### config.mk
export PLATFORM = sky130hd
export DESIGN_NAME = speed_tickgen
export DESIGN_NICKNAME = d
export VERILOG_FILES = /design/src/rtl/speed_tickgen_pkg.sv /design/src/rtl/speed_tickgen_rise_detect.sv /design/src/rtl/speed_tickgen.sv
export SDC_FILE = /design/constraint.sdc
export NUM_CORES = 1
export LEC_CHECK = 0
export ABC_AREA = 0
export BUFFER_PORTS_ARGS = -buffer_cell sky130_fd_sc_hd__buf_4
export CORE_MARGIN = 2
export CORE_UTILIZATION = 54
export CTS_BUF_LIST = sky130_fd_sc_hd__clkbuf_4
export DETAILED_ROUTE_END_ITERATION = 7
export PLACE_DENSITY = 0.8
export SYNTH_ARGS = -nofsm -noshare
export SYNTH_HDL_FRONTEND = slang
export SYNTH_SLANG_ARGS = --single-unit
export TNS_END_PERCENT = 50
### constraint.sdc
create_clock -name clk -period 1.85 [get_ports clk]
set_input_delay 0.185 -clock clk [delete_from_list [all_inputs] [get_ports clk]]
set_output_delay 0.185 -clock clk [all_outputs]
set_load 0.1 [all_outputs]
### src/rtl/speed_tickgen_pkg.sv
`default_nettype none
// ============================================================================
//  Module      : speed_tickgen_pkg
//  Description : Shared constants and types for the game-tick generator.
//                Holds the default counter width, period bounds and the
//                acceleration interval used as parameter defaults.
//  Revision    : 1.0 - initial release
// ============================================================================
package speed_tickgen_pkg;

    localparam int c_cnt_w          = 5;
    localparam int c_default_period = 3;   // frames per tick = period + 1
    localparam int c_min_period     = 1;   // fastest allowed period
    localparam int c_max_period     = 31;  // slowest allowed period
    localparam int c_accel_every    = 4;   // issued ticks per auto speed-up

    typedef logic [c_cnt_w-1:0] period_t;

endpackage : speed_tickgen_pkg
`default_nettype wire

### src/rtl/speed_tickgen_rise_detect.sv
`default_nettype none
// ============================================================================
//  Module      : rise_detect
//  Description : 1-bit rising-edge detector. The previous level is
//                registered; the output is combinational (high in the
//                cycle where the input is 1 and was 0 on the prior edge).
//  Ports       : clk     - system clock
//                rst     - synchronous reset, active-high (prev level -> 0)
//                i_d     - input level
//                o_rise  - i_d & ~previous i_d
//  Revision    : 1.0 - initial release
// ============================================================================
module rise_detect (
    input  logic clk,
    input  logic rst,
    input  logic i_d,
    output logic o_rise
);

    logic r_prev;

    always_ff @(posedge clk) begin
        if (rst) begin
            r_prev <= 1'b0;
        end else begin
            r_prev <= i_d;
        end
    end

    assign o_rise = i_d & ~r_prev;

endmodule : rise_detect
`default_nettype wire

### src/rtl/speed_tickgen.sv
`default_nettype none
// ============================================================================
//  Module      : speed_tickgen
//  Description : Game-tick generator. Counts vsync rising edges and raises
//                a level tick every (period+1) frames. Supports saturating
//                user speed adjust (in restart/menu), automatic
//                acceleration, pause, and overrun reporting.
//  Ports       : clk         - system clock
//                rst         - synchronous reset, active-high
//                i_up        - increase period (slower), restart only
//                i_down      - decrease period (faster), restart only
//                i_restart   - restart / menu level
//                i_pause     - freeze frame counting
//                i_accel_en  - enable automatic acceleration
//                i_vsync     - vsync level
//                i_tick_done - core consumed the pending tick
//                o_tick      - tick pending (level)
//                o_period    - live period in use
//                o_overrun   - 1-cycle pulse, tick due while one pending
//  Revision    : 1.0 - initial release
// ============================================================================
module speed_tickgen
    import speed_tickgen_pkg::*;
#(
    parameter int CNT_W          = c_cnt_w,
    parameter int DEFAULT_PERIOD = c_default_period,
    parameter int MIN_PERIOD     = c_min_period,
    parameter int MAX_PERIOD     = c_max_period,
    parameter int ACCEL_EVERY    = c_accel_every
) (
    input  logic             clk,
    input  logic             rst,
    input  logic             i_up,
    input  logic             i_down,
    input  logic             i_restart,
    input  logic             i_pause,
    input  logic             i_accel_en,
    input  logic             i_vsync,
    input  logic             i_tick_done,
    output logic             o_tick,
    output logic [CNT_W-1:0] o_period,
    output logic             o_overrun
);

    localparam int               c_acc_w    = $clog2(ACCEL_EVERY + 1);
    localparam logic [c_acc_w-1:0] c_acc_last = c_acc_w'(ACCEL_EVERY - 1);
    localparam logic [CNT_W:0]   c_min_ext  = (CNT_W + 1)'(MIN_PERIOD);
    localparam logic [CNT_W:0]   c_max_ext  = (CNT_W + 1)'(MAX_PERIOD);
    localparam logic [CNT_W-1:0] c_default  = CNT_W'(DEFAULT_PERIOD);

    // One saturating step of the period. Arithmetic is one bit wider than
    // the period so neither direction can wrap before the clamp.
    function automatic logic [CNT_W-1:0] sat_step(input logic [CNT_W-1:0] v,
                                                  input logic             inc);
        logic [CNT_W:0] ext;
        ext = {1'b0, v};
        if (inc) begin
            ext = ext + (CNT_W + 1)'(1);
            if (ext > c_max_ext) ext = c_max_ext;
        end else begin
            if (ext <= c_min_ext) ext = c_min_ext;
            else                  ext = ext - (CNT_W + 1)'(1);
        end
        return ext[CNT_W-1:0];
    endfunction

    logic [CNT_W-1:0]   r_base_period;
    logic [CNT_W-1:0]   r_cur_period;
    logic [CNT_W-1:0]   r_counter;
    logic [c_acc_w-1:0] r_accel_cnt;
    logic               r_tick;
    logic               r_overrun;

    logic w_frame;
    logic w_btn_rise;
    logic w_count_frame;
    logic w_due;
    logic w_issue;
    logic w_overrun;
    logic w_accel_wrap;

    rise_detect u_vsync_rise (
        .clk    (clk),
        .rst    (rst),
        .i_d    (i_vsync),
        .o_rise (w_frame)
    );

    rise_detect u_btn_rise (
        .clk    (clk),
        .rst    (rst),
        .i_d    (i_up | i_down),
        .o_rise (w_btn_rise)
    );

    // >= rather than == because acceleration can pull cur_period below
    // a counter value already reached.
    assign w_count_frame = ~i_restart & ~i_pause & w_frame;
    assign w_due         = w_count_frame & (r_counter >= r_cur_period);
    // A done in the same cycle frees the slot, so the new tick is issued.
    assign w_issue       = w_due & (~r_tick | i_tick_done);
    assign w_overrun     = w_due & r_tick & ~i_tick_done;
    assign w_accel_wrap  = r_accel_cnt == c_acc_last;

    always_ff @(posedge clk) begin
        if (rst) begin
            r_base_period <= c_default;
            r_cur_period  <= c_default;
            r_counter     <= '0;
            r_accel_cnt   <= '0;
            r_tick        <= 1'b0;
            r_overrun     <= 1'b0;
        end else begin
            if (i_restart && w_btn_rise) begin
                if (i_up && !i_down) begin
                    r_base_period <= sat_step(r_base_period, 1'b1);
                end else if (i_down && !i_up) begin
                    r_base_period <= sat_step(r_base_period, 1'b0);
                end
            end

            if (i_restart) begin
                // Non-blocking: picks up base_period before any same-cycle
                // adjust, giving o_period a one-cycle lag in the menu.
                r_cur_period <= r_base_period;
                r_counter    <= '0;
                r_accel_cnt  <= '0;
                r_tick       <= 1'b0;
                r_overrun    <= 1'b0;
            end else begin
                r_overrun <= w_overrun;

                if (w_count_frame) begin
                    r_counter <= w_due ? '0 : r_counter + CNT_W'(1);
                end

                if (w_issue) begin
                    r_tick <= 1'b1;
                end else if (!w_due && i_tick_done) begin
                    r_tick <= 1'b0;
                end

                if (w_issue && i_accel_en) begin
                    if (w_accel_wrap) begin
                        r_accel_cnt  <= '0;
                        r_cur_period <= sat_step(r_cur_period, 1'b0);
                    end else begin
                        r_accel_cnt  <= r_accel_cnt + c_acc_w'(1);
                    end
                end
            end
        end
    end

    assign o_tick    = r_tick;
    assign o_period  = r_cur_period;
    assign o_overrun = r_overrun;

endmodule : speed_tickgen
`default_nettype wire

==> qor.csv, run 1 <==
metric,value,unit
status,finished clean,
antenna_found_initial,0,
finalCritPeriodShare,99.0,%
cts.clk_slew.worst_paths,0.12,ns
area_delta_synth_final,21.8,%
ant_nets,0,
wl_met1,1490,µm
dp_slack,0.0171,ns
leakage,0.682,nW
cts_tree,built,
cts_buffer_depth,2,
synth.mux.area_fraction,1.42,%
firstDrtPassIters,4,
dr_wl_met2,1770,µm
layout_commonest_cell,buf_4,
cts.sink_count,22,
syn-num-nets,194,
synth-seq-area-share,31.2,%
fin_util,69.3,%
wl,3460,µm
fp.dieH,55.1,µm
drc,0,
rsz0062_at_grt,true,
wl_met3,143,µm
synth-edff-count,0,
cp-start-kind,flop,
synth_simple_gate_area_share,22.6,%
nFillCells,216,
path_class,reg2reg,
synthesis.area,1410,µm²
synthXorXnorAreaFrac,3.11,%
synthTopCellsByArea,"dfxtp_1 (31%), ha_1 (12%), a21oi_1 (4.6%)",
grt_overflow,0,
port_buffers,15,
final_hold_viol_count,0,
slew_violations,0,
final_cell_mix,"buf_4 (26), dfxtp_1 (14), a21oi_1 (13)",
hpwl,2600,µm
die_x,55.1,µm
grt_first_pass_wirelength,5490,µm
post_synth_fa_ha_maj_area_fraction,12.4,%
initialDrtViolationCount,41,
clock_latency,0.33,ns
max_slew_margin,70.0,%
htreeDepth,1,
setup_slack,0.0183,ns
synth_top_family_by_area,compound AO/OA/AOI/OAI gates,
start_util,56.9,%
std_cell_rows,18,
ir_drop,0.000595,V
fin_crit,1.83,ns
highest_layer,met4,
rr_startpoint,o_period[1]$_SDFFE_PP1P_,
required,2.10,ns
synth_warnings,0,
ios,16,
critPathCaptureType,flop,
wl_per_cell,15.5,µm
crit_fanout,4,
drive_above_1_share,28.0,%
finalClockSkew,0.00208,ns
timing.max_cap.violations,0,
setup_viol,0,
synth_top_cell_area_share,31.2,%
grt_pass1_vias,1249,
cp.arrival,2.08,ns
ys_async_sr_fraction,0,%
fmax,0.546,GHz
ys_types,43,
grt_max_degree,15,
tightest_slew,0.450,ns
crit_start,o_period[1]$_SDFFE_PP1P_,
hold_class,in2reg,
worstHoldStart,i_vsync,
power_density,531,nW/µm²
yosysTopAreaCell,dfxtp_1,
diodes,0,
nets,217,
die_area,3040,µm²
vias,1355,
cts-root-buf,clkbuf_4,
synth_cells,171,
coreArea,2480,µm²
synth_ff_type,dfxtp_1,
ys_ff_latch,22,
synth_compound_area_share,22.8,%
place_congestion,0.807,
syn_area_per_cell,8.25,µm²
grt_use_total,25.3,%
cts_buffers,3,
viasPerCell,6.08,
## kinds of logic after synthesis
group / Yosys count
xor gates and xnor gates: 5
and+or+nand+nor: 57
DFF: 22
muxes: 2
AOI/OAI and AO/OA: 49
buffers and inverters: 22
adders and majority gates: 14
## final cells by class
class	instances	area, µm²	share of cell area [%]
Sequential cell	22	463	26.9
Multi-Input combinational cell	127	931	54.2
Inverter	13	53.8	3.13
Clock buffer	3	22.5	1.31
Tap cell	30	37.5	2.18
Clock inverter	1	3.75	0.218
Timing Repair Buffer	27	206	12.0
## worst max-delay path, cell delays in order, from the launching register on
cell      delay, ns
dfxtp_4        0.39
inv_4          0.04
ha_4           0.25
nand2_2        0.05
o21ai_2        0.17
a41oi_2        0.20
or4_1          0.55
o211ai_1       0.10
## stage by stage
step / instances / instance area [µm²] / total power [mW] / TNS (ns) / hold slack, ns
after floorplan: 171 / 1480 / 0.627 / -0.0979 / 0.257
after global placement: 216 / 1640 / 0.669 / 0 / 0.410
after detailed placement: 216 / 1640 / 0.677 / 0 / 0.420
after CTS: 220 / 1670 / 0.905 / 0 / 0.0763
after global routing: 223 / 1720 / 0.951 / -0.0882 / 0.0631
final: 223 / 1720 / 0.912 / 0 / 0.0753
## path summary, 6_finish.rpt
check	cells after the start	end	slack, ns
worst min-delay path	2	u_vsync_rise.r_prev$_SDFF_PP0_	0.08
worst min register to register	2	r_accel_cnt[2]$_SDFFE_PP0P_	0.44
worst max register to register	7	o_period[1]$_SDFFE_PP1P_	0.02
worst max-delay path	7	o_period[1]$_SDFFE_PP1P_	0.02
## cells in the mapped netlist, types with 2 or more instances
master    number
o21bai_1       2
o21ai_0       10
o211ai_1       4
inv_1         13
nand2_1        8
or4_1          2
dfxtp_1       22
mux2i_1        2
nor2_1        10
nand3_1        6
a31oi_1        2
nor2b_1        7
nor3_1         9
xnor2_1        2
ha_1          14
nand4_1        5
a31o_2         2
clkbuf_1       8
a21oi_1       13
o22ai_1        2
nor4_1         3
a211oi_1       2
xor2_1         3
## power by group
group	internal, mW	switching, mW
Sequential	0.481	0.0163
Combinational	0.0730	0.107
Clock	0.0794	0.155
Total	0.633	0.279
## what timing repair did
item | in CTS | in global routing
gates resized for setup | 0 | 8
hold endpoints to repair | 0 | 0
setup endpoints to repair | 0 | 7
buffers inserted | 0 | 3
hold buffers | 0 | 0
## state kept, by name (all words and copies together), names as in the netlist
name,count
o_tick,1
o_period,5
r_base_period,5
r_counter,5
o_overrun,1
u_vsync_rise.r_prev,1
u_btn_rise.r_prev,1
r_accel_cnt,3
## layer usage
metal,vias up,track usage (%)
met1,634,31.1
li1,682,-
met5,-,0
met4,0,6.50
met3,5,5.65
met2,34,44.4
No activity file was read; power rests on OpenSTA's default activity.
==> run 2: changes to the inputs <==
--- a/config.mk
+++ b/config.mk
@@ -12,6 +12,7 @@
 export CTS_BUF_LIST = sky130_fd_sc_hd__clkbuf_4
 export DETAILED_ROUTE_END_ITERATION = 7
 export PLACE_DENSITY = 0.8
+export SETUP_SLACK_MARGIN = 0.15
 export SYNTH_ARGS = -nofsm -noshare
 export SYNTH_HDL_FRONTEND = slang
 export SYNTH_SLANG_ARGS = --single-unit
==> run 2 against run 1 <==
  * Count of clock-buffer cells in the layout unchanged
  * Final cell count up 0.90%
  * Sequential power about the same
  * Critical path depth is 1 lower
  * Power is 3.2% higher
  * Sequential cell count stayed put
  * Utilization grew 5.4 points
  * Wire length is 14% higher
  * Combinational power rose by 12%
  * Critical endpoint is now r_accel_cnt[0]$_SDFFE_PP0P_
  * Largest cell class unchanged
  * Largest power group unchanged
==> qor.csv, run 2 (synthesis results as in run 1) <==
metric,value,unit,change
status,finished clean,,unchanged
setup_slack,0.0266,ns,was 0.0183 ns
place_congestion,0.815,,was 0.807
ant_nets,0,,unchanged
max_slew_margin,64.0,%,was 70.0%
leakage,0.706,nW,was 0.682 nW
required,2.12,ns,was 2.10 ns
cts_tree,built,,unchanged
die_x,55.1,µm,unchanged
drive_above_1_share,36.9,%,was 28.0%
ios,16,,unchanged
fin_crit,1.82,ns,was 1.83 ns
multi_input_area,1040,µm²,was 931 µm²
final_hold_viol_count,0,,unchanged
cts-root-buf,clkbuf_4,,unchanged
vias,1447,,was 1355
viasPerCell,6.43,,was 6.08
clock_latency,0.32,ns,was 0.33 ns
register_area,464,µm²,was 463 µm²
cp-start-kind,flop,,unchanged
initialDrtViolationCount,46,,was 41
p_total,0.941,mW,was 0.912 mW
cts_buffers,3,,unchanged
ir_drop,0.000469,V,was 0.000595 V
final_cell_mix,"buf_4 (27), dfxtp_1 (13), a21oi_1 (11)",,"was buf_4 (26), dfxtp_1 (14), a21oi_1 (13)"
layout_commonest_cell,buf_4,,unchanged
coreArea,2480,µm²,unchanged
wl,3950,µm,was 3460 µm
port_buffers,15,,unchanged
slowest_delay,0.55,ns,about the same
antenna_found_initial,0,,unchanged
cp_slowest_cell,or4_4,,was or4_1
setup_viol,0,,unchanged
slew_violations,0,,unchanged
nFillCells,197,,was 216
cts.sink_count,22,,unchanged
std_cell_rows,18,,unchanged
power_density,509,nW/µm²,was 531 nW/µm²
path_class,reg2reg,,unchanged
firstDrtPassIters,4,,unchanged
dpl.cell_count,214,,was 216
critPathCaptureType,flop,,unchanged
nets,219,,was 217
cp_top_family,simple AND/OR/NAND/NOR gates,,unchanged
hold_class,in2reg,,unchanged
fmax,0.548,GHz,was 0.546 GHz
path_buf_inv,0,,was 1
whs,0.0776,ns,was 0.0753 ns
grt_overflow,0,,unchanged
grt_pass1_vias,1262,,was 1249
final_area,1850,µm²,was 1720 µm²
final_cells,225,,was 223
grt_max_degree,15,,unchanged
grt_use_total,25.3,%,about the same
start_util,56.9,%,unchanged
critical_path.cell_chain,ha_1 -> nor2b_2 -> o21ai_4 -> a41oi_4 -> or4_4 -> a21oi_2,,was inv_4 -> ha_4 -> nand2_2 -> o21ai_2 -> a41oi_2 -> or4_1 -> o211ai_1
area_delta_synth_final,31.2,%,was 21.8%
hpwl,2490,µm,was 2600 µm
finalClockSkew,0.00405,ns,was 0.00208 ns
wl_per_cell,17.6,µm,was 15.5 µm
fin_util,74.7,%,was 69.3%
cts_hold_buf,0,,unchanged
diodes,0,,unchanged
timing.max_cap.violations,0,,unchanged
rsz0062_at_grt,true,,unchanged
die_area,3040,µm²,unchanged
finalCritPeriodShare,98.6,%,was 99.0%
fp.dieH,55.1,µm,unchanged
dp_slack,-0.0133,ns,was 0.0171 ns
placed_cell_area,1640,µm²,about the same
crit_fanout,5,,was 4
drc,0,,unchanged
cts_buffer_depth,2,,unchanged
htreeDepth,1,,unchanged
grt_first_pass_wirelength,5470,µm,was 5490 µm
cp.arrival,2.10,ns,was 2.08 ns
cts.clk_slew.worst_paths,0.13,ns,was 0.12 ns
tns,0,ns,unchanged
tightest_slew,0.540,ns,was 0.450 ns
run 2: cell count changes in the layout (fill, tap and decap cells not counted), sizes merged:
cell  delta
buf      +2
run 2: routing by layer:
layer	global-route usage, %	wire [µm]
met1	31.8	1590
met2	42.7	1960
met3	4.57	279
met4	10.2	121
met5	0	0
run 2: timing repair:
item | in CTS | in global routing
gates resized for setup | 4 | 28
pin swaps | 1 | 5
buffers inserted | 3 | 3
endpoints found under the setup margin | 12 | 14
gates cloned | 0 | 1
run 2: where the power goes:
group | leakage [nW] | switching [mW] | internal [mW]
registers | 0.182 | 0.0165 | 0.481
clock network | 0.0154 | 0.162 | 0.0793
logic | 0.509 | 0.121 | 0.0814
run 2: final timing paths:
| check | startpoint | end | slack, ns | cells after the start |
|---|---|---|---|---|
| setup / recovery | o_period[0]$_SDFFE_PP1P_ | r_accel_cnt[0]$_SDFFE_PP0P_ | 0.03 | 6 |
| hold / removal | i_vsync | u_vsync_rise.r_prev$_SDFF_PP0_ | 0.08 | 2 |
| setup reg to reg | o_period[0]$_SDFFE_PP1P_ | r_accel_cnt[0]$_SDFFE_PP0P_ | 0.03 | 6 |
| hold reg to reg | r_accel_cnt[2]$_SDFFE_PP0P_ | r_accel_cnt[2]$_SDFFE_PP0P_ | 0.44 | 2 |
run 2: area by class of cell:
class | instances | share of cell area [%]
Tap cell | 30 | 2.03
Clock buffer | 3 | 1.22
Inverter | 13 | 3.04
Multi-Input combinational cell | 127 | 56.3
Timing Repair Buffer | 29 | 12.2
Clock inverter | 1 | 0.203
Sequential cell | 22 | 25.1
